**config.mk**
```make
export PLATFORM = sky130hd
export DESIGN_NAME = spi_slv
export DESIGN_NICKNAME = d
export VERILOG_FILES = /design/src/rtl/spi_slv.sv
export SDC_FILE = /design/constraint.sdc
export NUM_CORES = 1
export LEC_CHECK = 0
export CAP_MARGIN = 20
export CELL_PAD_IN_SITES_DETAIL_PLACEMENT = 2
export CELL_PAD_IN_SITES_GLOBAL_PLACEMENT = 2
export CORE_UTILIZATION = 25
export CTS_CLUSTER_DIAMETER = 50
export CTS_CLUSTER_SIZE = 25
export DETAILED_ROUTE_END_ITERATION = 6
export GPL_TIMING_DRIVEN = 1
export HOLD_SLACK_MARGIN = 0.08
export PLACE_DENSITY = 0.53
export SLEW_MARGIN = 25
export SYNTH_ARGS = -nofsm -noshare
export SYNTH_HDL_FRONTEND = slang
export SYNTH_SLANG_ARGS = --single-unit
```
**constraint.sdc**
```tcl
create_clock -name clk -period 2.6 [get_ports clk]
set_input_delay 0.78 -clock clk [delete_from_list [all_inputs] [get_ports clk]]
set_output_delay 0.78 -clock clk [all_outputs]
set_load 0.05 [all_outputs]
```
**src/rtl/spi_slv.sv**
```systemverilog
// spi_slv: SPI mode-0 slave that decodes framed register accesses
// (control word + len+1 data words) into single-cycle register-bus
// reads and writes in the clk domain. spi_sck is oversampled; all
// logic runs on clk.
module spi_slv #(
    parameter int LEN_W  = 14,
    parameter int DATA_W = 16,
    parameter int ADDR_W = 8
) (
    input  logic              clk,
    input  logic              rst_n,
    input  logic              spi_sck,
    input  logic              spi_cs_n,
    input  logic              spi_mosi,
    output logic              spi_miso,
    output logic [ADDR_W-1:0] bus_addr,
    output logic [DATA_W-1:0] bus_wdata,
    output logic              bus_wr,
    output logic              bus_rd,
    input  logic [DATA_W-1:0] bus_rdata
);

    localparam int CTRL_W  = 2 + LEN_W + ADDR_W;
    localparam int CNT_MAX = (CTRL_W > DATA_W) ? CTRL_W : DATA_W;
    localparam int BIT_W   = $clog2(CNT_MAX);

    localparam logic [BIT_W-1:0] CTRL_LAST = BIT_W'(CTRL_W - 1);
    localparam logic [BIT_W-1:0] DATA_LAST = BIT_W'(DATA_W - 1);

    typedef enum logic [2:0] {
        ST_IDLE  = 3'd0,
        ST_CTRL  = 3'd1,
        ST_WDATA = 3'd2,
        ST_RDATA = 3'd3,
        ST_DONE  = 3'd4
    } state_t;

    // Address step: +1 when incrementing, wraps naturally at 2^ADDR_W.
    function automatic logic [ADDR_W-1:0] next_addr(input logic [ADDR_W-1:0] a,
                                                    input logic inc);
        return a + {{(ADDR_W-1){1'b0}}, inc};
    endfunction

    // Synchronizer stages and previous-sck register for edge detection.
    logic sck_meta_r, sck_sync_r, sck_prev_r;
    logic cs_meta_r, cs_sync_r;
    logic mosi_meta_r, mosi_sync_r;

    logic rise_s, fall_s;

    // FSM state and datapath registers.
    state_t                state_r;
    logic [BIT_W-1:0]      bit_cnt_r;
    logic [LEN_W-1:0]      word_cnt_r;
    logic [LEN_W-1:0]      len_r;
    logic [ADDR_W-1:0]     addr_r;
    logic                  incr_r;
    logic [CTRL_W-2:0]     ctrl_sr_r;
    logic [DATA_W-2:0]     data_sr_r;
    logic [DATA_W-1:0]     tx_sr_r;
    logic [DATA_W-1:0]     pf_buf_r;
    logic                  rd_p1_r;     // bus_rd issued last cycle
    logic                  rd_p2_r;     // bus_rdata valid this cycle
    logic                  rd_dst_r;    // outstanding read targets the shift register (word 0)
    logic                  load_done_r; // a word was loaded into tx_sr_r last cycle
    logic                  seen_rise_r; // master has sampled the current miso bit

    logic [CTRL_W-1:0]     ctrl_word_s;
    logic                  c_rw_s;
    logic                  c_incr_s;
    logic [LEN_W-1:0]      c_len_s;
    logic [ADDR_W-1:0]     c_addr_s;
    logic [DATA_W-1:0]     wword_s;

    // Two-flop synchronizers for the SPI pins plus one register for sck edge detection.
    always_ff @(posedge clk or negedge rst_n) begin
        if (!rst_n) begin
            sck_meta_r  <= 1'b0;
            sck_sync_r  <= 1'b0;
            sck_prev_r  <= 1'b0;
            cs_meta_r   <= 1'b1;
            cs_sync_r   <= 1'b1;
            mosi_meta_r <= 1'b0;
            mosi_sync_r <= 1'b0;
        end else begin
            sck_meta_r  <= spi_sck;
            sck_sync_r  <= sck_meta_r;
            sck_prev_r  <= sck_sync_r;
            cs_meta_r   <= spi_cs_n;
            cs_sync_r   <= cs_meta_r;
            mosi_meta_r <= spi_mosi;
            mosi_sync_r <= mosi_meta_r;
        end
    end

    assign rise_s = sck_sync_r & ~sck_prev_r;
    assign fall_s = ~sck_sync_r & sck_prev_r;

    // Control word as it stands once the current mosi bit is appended.
    assign ctrl_word_s = {ctrl_sr_r, mosi_sync_r};
    assign c_rw_s      = ctrl_word_s[CTRL_W-1];
    assign c_incr_s    = ctrl_word_s[CTRL_W-2];
    assign c_len_s     = ctrl_word_s[ADDR_W +: LEN_W];
    assign c_addr_s    = ctrl_word_s[ADDR_W-1:0];
    assign wword_s     = {data_sr_r, mosi_sync_r};

    // Frame FSM: control decode, write assembly, read shift-out with one-word prefetch.
    always_ff @(posedge clk or negedge rst_n) begin
        if (!rst_n) begin
            state_r     <= ST_IDLE;
            bit_cnt_r   <= '0;
            word_cnt_r  <= '0;
            len_r       <= '0;
            addr_r      <= '0;
            incr_r      <= 1'b0;
            ctrl_sr_r   <= '0;
            data_sr_r   <= '0;
            tx_sr_r     <= '0;
            pf_buf_r    <= '0;
            rd_p1_r     <= 1'b0;
            rd_p2_r     <= 1'b0;
            rd_dst_r    <= 1'b0;
            load_done_r <= 1'b0;
            seen_rise_r <= 1'b0;
            spi_miso    <= 1'b0;
            bus_addr    <= '0;
            bus_wdata   <= '0;
            bus_wr      <= 1'b0;
            bus_rd      <= 1'b0;
        end else begin
            bus_wr      <= 1'b0;
            bus_rd      <= 1'b0;
            rd_p1_r     <= 1'b0;
            rd_p2_r     <= rd_p1_r;
            load_done_r <= 1'b0;

            if (cs_sync_r) begin
                // Deselect aborts the frame; partial words and late read data are dropped.
                state_r     <= ST_IDLE;
                bit_cnt_r   <= '0;
                word_cnt_r  <= '0;
                rd_dst_r    <= 1'b0;
                seen_rise_r <= 1'b0;
                spi_miso    <= 1'b0;
            end else begin
                case (state_r)
                    ST_IDLE: begin
                        state_r   <= ST_CTRL;
                        bit_cnt_r <= '0;
                    end

                    ST_CTRL: begin
                        if (rise_s) begin
                            ctrl_sr_r <= ctrl_word_s[CTRL_W-2:0];
                            if (bit_cnt_r == CTRL_LAST) begin
                                incr_r      <= c_incr_s;
                                len_r       <= c_len_s;
                                word_cnt_r  <= '0;
                                bit_cnt_r   <= '0;
                                seen_rise_r <= 1'b0;
                                if (c_rw_s) begin
                                    state_r <= ST_WDATA;
                                    addr_r  <= c_addr_s;
                                end else begin
                                    // Word 0 is fetched immediately; its data lands in the shift register.
                                    state_r  <= ST_RDATA;
                                    bus_rd   <= 1'b1;
                                    bus_addr <= c_addr_s;
                                    addr_r   <= next_addr(c_addr_s, c_incr_s);
                                    rd_p1_r  <= 1'b1;
                                    rd_dst_r <= 1'b1;
                                end
                            end else begin
                                bit_cnt_r <= bit_cnt_r + BIT_W'(1);
                            end
                        end
                    end

                    ST_WDATA: begin
                        if (rise_s) begin
                            data_sr_r <= wword_s[DATA_W-2:0];
                            if (bit_cnt_r == DATA_LAST) begin
                                bus_wr     <= 1'b1;
                                bus_addr   <= addr_r;
                                bus_wdata  <= wword_s;
                                addr_r     <= next_addr(addr_r, incr_r);
                                bit_cnt_r  <= '0;
                                word_cnt_r <= word_cnt_r + LEN_W'(1);
                                if (word_cnt_r == len_r) begin
                                    state_r <= ST_DONE;
                                end
                            end else begin
                                bit_cnt_r <= bit_cnt_r + BIT_W'(1);
                            end
                        end
                    end

                    ST_RDATA: begin
                        // Read data arrives two cycles after the strobe is registered.
                        if (rd_p2_r) begin
                            if (rd_dst_r) begin
                                tx_sr_r     <= bus_rdata;
                                spi_miso    <= bus_rdata[DATA_W-1];
                                load_done_r <= 1'b1;
                                rd_dst_r    <= 1'b0;
                            end else begin
                                pf_buf_r <= bus_rdata;
                            end
                        end

                        // Prefetch the next word right after each load, unless this is the last word.
                        if (load_done_r && (word_cnt_r != len_r)) begin
                            bus_rd   <= 1'b1;
                            bus_addr <= addr_r;
                            addr_r   <= next_addr(addr_r, incr_r);
                            rd_p1_r  <= 1'b1;
                        end

                        // Shift only on falls that follow a master sample; the fall trailing
                        // the control word therefore leaves word 0 untouched.
                        if (rise_s) begin
                            seen_rise_r <= 1'b1;
                        end else if (fall_s && seen_rise_r) begin
                            seen_rise_r <= 1'b0;
                            if (bit_cnt_r == DATA_LAST) begin
                                bit_cnt_r <= '0;
                                if (word_cnt_r == len_r) begin
                                    state_r  <= ST_DONE;
                                    spi_miso <= 1'b0;
                                end else begin
                                    tx_sr_r     <= pf_buf_r;
                                    spi_miso    <= pf_buf_r[DATA_W-1];
                                    word_cnt_r  <= word_cnt_r + LEN_W'(1);
                                    load_done_r <= 1'b1;
                                end
                            end else begin
                                tx_sr_r   <= {tx_sr_r[DATA_W-2:0], 1'b0};
                                spi_miso  <= tx_sr_r[DATA_W-2];
                                bit_cnt_r <= bit_cnt_r + BIT_W'(1);
                            end
                        end
                    end

                    ST_DONE: begin
                        spi_miso <= 1'b0;
                    end

                    default: begin
                        state_r  <= ST_IDLE;
                        spi_miso <= 1'b0;
                    end
                endcase
            end
        end
    end

endmodule

```
* Word level (Yosys, flattened, before mapping)
Index checks and enable logic that the tools add are counted. Widths: inputs -> output; s select.
Storage, ports and cells: output and inout bits 27, flip-flop bits (word level) 153, input bits 21
Operators by class: bitwise logic cells 6, reduce and logical (&&, ||, !) cells 21, equality and inequality tests 27, multiplexer cells 86, add/subtract/negate cells 4
Operator list (count):
- $mux 14 | 9
- $mux 16 | 6
- $mux 8 | 12
- $pmux 8 s3 | 2
- $pmux 14 s3 | 1
- $mux 1 | 35
- $mux 5 | 7
- $ne 3x3->1 const B | 10
- $mux 3 | 8
- $pmux 5 s4 | 1
- $add 8x1->8 | 2
- $reduce_and 4->1 | 4
- $pmux 3 s5 | 1
- $add 14x1->14 const B | 1
- $eq 14x14->1 | 1
- $ne 14x14->1 | 1
- $ne 2x2->1 const B | 7
- $reduce_and 5->1 | 2
- $reduce_and 9->1 | 1
- $pmux 1 s2 | 4
- $reduce_and 8->1 | 1
- $reduce_and 7->1 | 1
- $eq 3x2->1 const B | 2
- $reduce_and 3->1 | 2
- 17 further kinds | 23

* Depth between registers and ports, before layout
Gate-level depths: netlist (run 1).
word-level depth 8, depth in mapped cells 11, mapped depth without buffers 9

* Worst setup path before layout (run 1)
No wires, ideal clock.
path kind register to register, from register bit_cnt_r[0], to register bus_addr[0], arrival time 2.361 ns, path buffers 2, stages on the path, launching flop included 11, path slack 0.115 ns, period minus slack after synthesis 2.485 ns, setup time 0.125 ns, path through dfrtp_1 ha_1 nand3_1 inv_1 ha_1 clkbuf_1 nand3_1 a311o_1 buf_2 a211oi_4 mux2_2
On the way: cells in the longest elaborated chain, start to end 3, elaborated cells between the ends (all ways) 5, those cells by class eq/ne (4); reduce/logical (1)
RTL lines:
- start, declared | RTL line 53 | logic [BIT_W-1:0] bit_cnt_r;
- start signal, assigned | RTL line 174 | bit_cnt_r <= bit_cnt_r + BIT_W'(1);
- start signal, assigned | RTL line 193 | bit_cnt_r <= bit_cnt_r + BIT_W'(1);
- start signal, assigned | RTL line 239 | bit_cnt_r <= bit_cnt_r + BIT_W'(1);
- $eq 5x4->1 or $eq 5x5->1 (tied branches) | RTL line 182, 155
- $ne 2x2->1 (no line)
- $reduce_and 8->1 (no line) *
- end signal, assigned | RTL line 168 | bus_addr <= c_addr_s;
- end signal, assigned | RTL line 184 | bus_addr <= addr_r;
- end signal, assigned | RTL line 214 | bus_addr <= addr_r;
- end, declared | RTL line 16 | output logic [ADDR_W-1:0] bus_addr,
Every way passes the cells marked *; elsewhere a longest branch is shown, timed or not. A chain may end at the register's enable or synchronous reset.

* Worst setup path after layout (run 1)
from register bit_cnt_r[0], to register bus_addr[7]
The elaborated chain is that of the path after synthesis.

==> implementation parameters, run 1 <==
Parameter                              Value

Global routing
  Number of antenna violations at the first check in global routing    0
  Maximum number of pins on one net before global-route repair    56
  Final global-route overflow total    0
  Global-route wire length before repair    around 35 mm
  Combined global-route utilization of all metal layers    14.62%
  Via count of the first global-routing pass    6389

Critical path
  Type of element capturing the critical path    register
  Register-to-register setup slack    between 0.1 and 0.15 ns
  Library cell contributing the largest single delay on the critical path    sky130_fd_sc_hd__a311o_1
  Reg2reg start    bit_cnt_r[0]
  Combined buffer and inverter count along the critical path    2
  Chain of cells forming the critical path    ha_1 > nand3_1 > inv_1 > ha_2 > nand3_1 > a311o_1 > a211oi_4 > buf_4 > mux2_2
  Cell with the most instances on the worst path    sky130_fd_sc_hd__nand3_1
  Peak fanout along the critical path    8
  Worst path required time    2.90 ns
  Path type of the worst setup path    reg -> reg
  Startpoint type of the worst setup path    register
  Number of stages on the worst setup path    9
  CP top delay family    compound AO/OA/AOI/OAI gates
  RR Endpoint    bus_addr[7]
  R2r worst-path depth    9
  Signal arrival time at the worst endpoint    2.76 ns
  CP peak stage delay    0.45 ns

Synthesis
  Net count of the mapped netlist    just under 700
  Cell Area, Synth    7540 sq um
  Most used DFF post-synth    sky130_fd_sc_hd__dfrtp_1
  Async S/R FF share, synth    100.0%
  Yosys Warn Count    0
  Cell variety after synth    67
  Gate count of the mapped netlist    665
  Post-synth EDFFs    0
  Register bit count reported by yosys    152
  Avg Inst Size Synth    11.34 sq um
  Part of the Yosys area used for sequential elements    50.48%

Finish
  Final-layout fill cell count    3187
  Multi-input logic area    between 3000 and 4000 sq um
  Ratio of cells with drive above 1 in the final layout    25.03%
  Leading cell type in the layout, fill and taps excluded    sky130_fd_sc_hd__dfrtp_1
  Storage element area    3806 sq um
  # diodes    0
  Number of nets in the layout    about 760
  Most used cells in the layout excluding fill and tap cells    sky130_fd_sc_hd__dfrtp_1, sky130_fd_sc_hd__mux2_2, sky130_fd_sc_hd__clkdlybuf4s50_1
  Growth of design area from synthesis to finish    22.90%

Min path
  Worst Hold Class    in -> async

Timing
  Worst-case hold slack    0.3262 ns
  Final critical path time including I/O delays and setup    around 2.5 ns
  Final setup TNS    0 ns
  Post-route fraction of the period consumed by the critical path    94.41%
  Post-route clock skew    0.01716 ns
  Max Freq    slightly above 0.4 GHz
  Final number of hold-violating endpoints    0
  Worst Max-Slew Pin Slew    ~0.74 ns
  Slew Limit Headroom    50.36%
  Pins Over Slew Limit    0
  Number of setup violations in the final report    0

Power and ir drop
  Maximum VDD drop    0.0003086 V
  Overall power consumption    approximately 0.0074 W
  Leakage Power    roughly 4 nW
  Power density over the cells    about 800 nW/um^2

Clock tree
  Worst-Skew Late Latency    0.43 ns
  Number of buffers inserted for hold repair after clock tree synthesis    0
  Number of resized instances in the post-cts repair step    0
  CTS tree    done
  CTS Buf Count    17
  Maximum buffer depth of the clock tree    2
  Cell at the root of the clock tree    sky130_fd_sc_hd__clkbuf_16
  Clock sink count    between 150 and 200
  Post-CTS Setup Inserts    0
  H-Tree Depth    4
  Clock-pin slew on the worst setup and hold paths    0.07 ns

Status
  Outcome    finished, final reports clean

Routing
  Wire length per cell after detailed routing    18.81 microns
  Final Routed Wirelength    21.24 mm
  1st-iter DRT viols    220
  Number of optimization iterations in the first detailed-route pass    4
  Antenna Violating Nets Remaining    0
  Post-route DRC violation count    0
  Via count of the routed design    5654
  Vias per cell    5.008

Floorplan
  Floorplan row count    63
  Floorplan Core Area    about 30000 sq um
  Die height    175.7 microns
  DIE WIDTH    175.7 microns
  Die outline area    30860 sq um
  Starting density of the core    25.44%
  Number of placed I/O pins    48

Place
  DP HPWL    ~15 mm
  Number of port buffers    47
  Gpl congestion    0.7474

Run
  Number of violations of the max-capacitance limit    0
worst reg2reg max path: stages (launching register included):
cell                       delay (ns)
sky130_fd_sc_hd__dfrtp_1         0.39
sky130_fd_sc_hd__ha_1            0.19
sky130_fd_sc_hd__nand3_1         0.11
sky130_fd_sc_hd__inv_1           0.08
sky130_fd_sc_hd__ha_2            0.23
sky130_fd_sc_hd__nand3_1         0.09
sky130_fd_sc_hd__a311o_1         0.45
sky130_fd_sc_hd__a211oi_4        0.22
sky130_fd_sc_hd__buf_4           0.23
sky130_fd_sc_hd__mux2_2          0.35
metal layers:
| layer | part of all wire [%] | wire length [microns] | GRT usage [%] |
|---|---|---|---|
| met5 | 0 | 0 | 0 |
| met4 | 1.5 | 308 | 4.710 |
| met1 | 47 | 10030 | 18.91 |
| met2 | 49 | 10510 | 24.69 |
| met3 | 1.8 | 391 | 2.511 |
Yosys cell counts, drive strengths merged (3+ instances only):
master / count / area (sq um)
a31oi: 5 / 31.28
nor2: 25 / 93.84
buf: 17 / 85.09
clkbuf: 28 / 105.1
a2bb2oi: 5 / 43.79
xor2: 4 / 35.03
nand2: 43 / 161.4
nand4: 7 / 50.05
xnor2: 16 / 147.7
o2bb2ai: 4 / 35.03
a211oi: 19 / 155.2
dfrtp: 150 / 3754
nand3b: 5 / 37.54
a21o: 3 / 22.52
o21ai: 20 / 100.1
nand3: 20 / 100.1
ha: 8 / 100.1
a21oi: 25 / 128.9
mux2: 96 / 1081
o41ai: 5 / 62.56
inv: 15 / 56.30
nor4: 4 / 46.29
and3: 7 / 43.79
mux2i: 19 / 190.2
nor3: 34 / 170.2
or3: 6 / 37.54
and4b: 3 / 30.03
or4: 6 / 45.04
a311oi: 14 / 122.6
o31ai: 13 / 97.59
final cells by class:
type,instances,share of cell area (%)
Clock buffer,19,4.672
Sequential cell,152,41.07
Clock inverter,13,1.836
Tap cell,390,5.266
Timing Repair Buffer,87,8.601
Inverter,15,0.6076
Multi-Input combinational cell,453,37.94
registers in the layout, indices dropped and copies added (netlist names), 3 cells and up:
signal	cells
ctrl_sr_r	23
bus_wdata	16
pf_buf_r	16
data_sr_r	15
tx_sr_r	15
len_r	14
word_cnt_r	14
addr_r	8
bus_addr	8
bit_cnt_r	5
state_r	3
logic make-up (layout without fill, tap and decap cells):
logic type	Yosys count	after routing	synth area share, %
DFF	152	152	50.48
and+or+nand+nor	175	175	12.55
buffers and inverters	60	134	3.269
xor gates and xnor gates	20	20	2.423
muxes	115	115	16.86
adders and majority gates	9	9	1.460
AOI/OAI and AO/OA	134	134	12.96
metrics by stage:
| step | std cells | utilization, % | cell area (sq um) | worst slack [ns] |
|---|---|---|---|---|
| global placement | 1097 | 29.18 | 8650 | 0.1602 |
| detailed placement | 1097 | 29.18 | 8650 | 0.07470 |
| finish | 1129 | 31.26 | 9266 | 0.1454 |
| floorplan | 665 | - | 7540 | 0.1148 |
| CTS | 1129 | 31.22 | 9253 | 0.06307 |
| global route | 1129 | 31.26 | 9266 | -0.01829 |
power by group:
| part | leakage [nW] | internal (W) | switching [W] | total, W |
|---|---|---|---|---|
| registers | 2.01 | 0.00267 | 0.000358 | 0.00303 |
| clock network | 0.285 | 0.00152 | 0.00109 | 0.00261 |
| logic | 1.78 | 0.000728 | 0.00106 | 0.00179 |
| total | 4.07 | 0.00492 | 0.00251 | 0.00743 |
how the worst max path moves through the flow:
stage                 startpoint       endpoint  slack [ns]
finish              bit_cnt_r[0]    bus_addr[7]        0.15
CTS                 bit_cnt_r[0]  word_cnt_r[5]        0.06
floorplan           bit_cnt_r[0]    bus_addr[0]        0.11
detailed placement  bit_cnt_r[0]  word_cnt_r[5]        0.07
global route        bit_cnt_r[0]  word_cnt_r[5]       -0.02
global placement    bit_cnt_r[0]    bus_addr[3]        0.16
No activity file was read; power rests on OpenSTA's default activity.
==> inputs of run 2 (changes only) <==
Settings changed: GPL_ROUTABILITY_DRIVEN from default to 0.
==> results of run 2 <==
The final DEF is identical to that of run 1; final timing and power are the same.
==> inputs of run 3 (changes only) <==
Settings changed: GPL_TIMING_DRIVEN 1 to default.
==> results of run 3 <==
The final DEF is identical to that of run 1; final timing and power are the same.
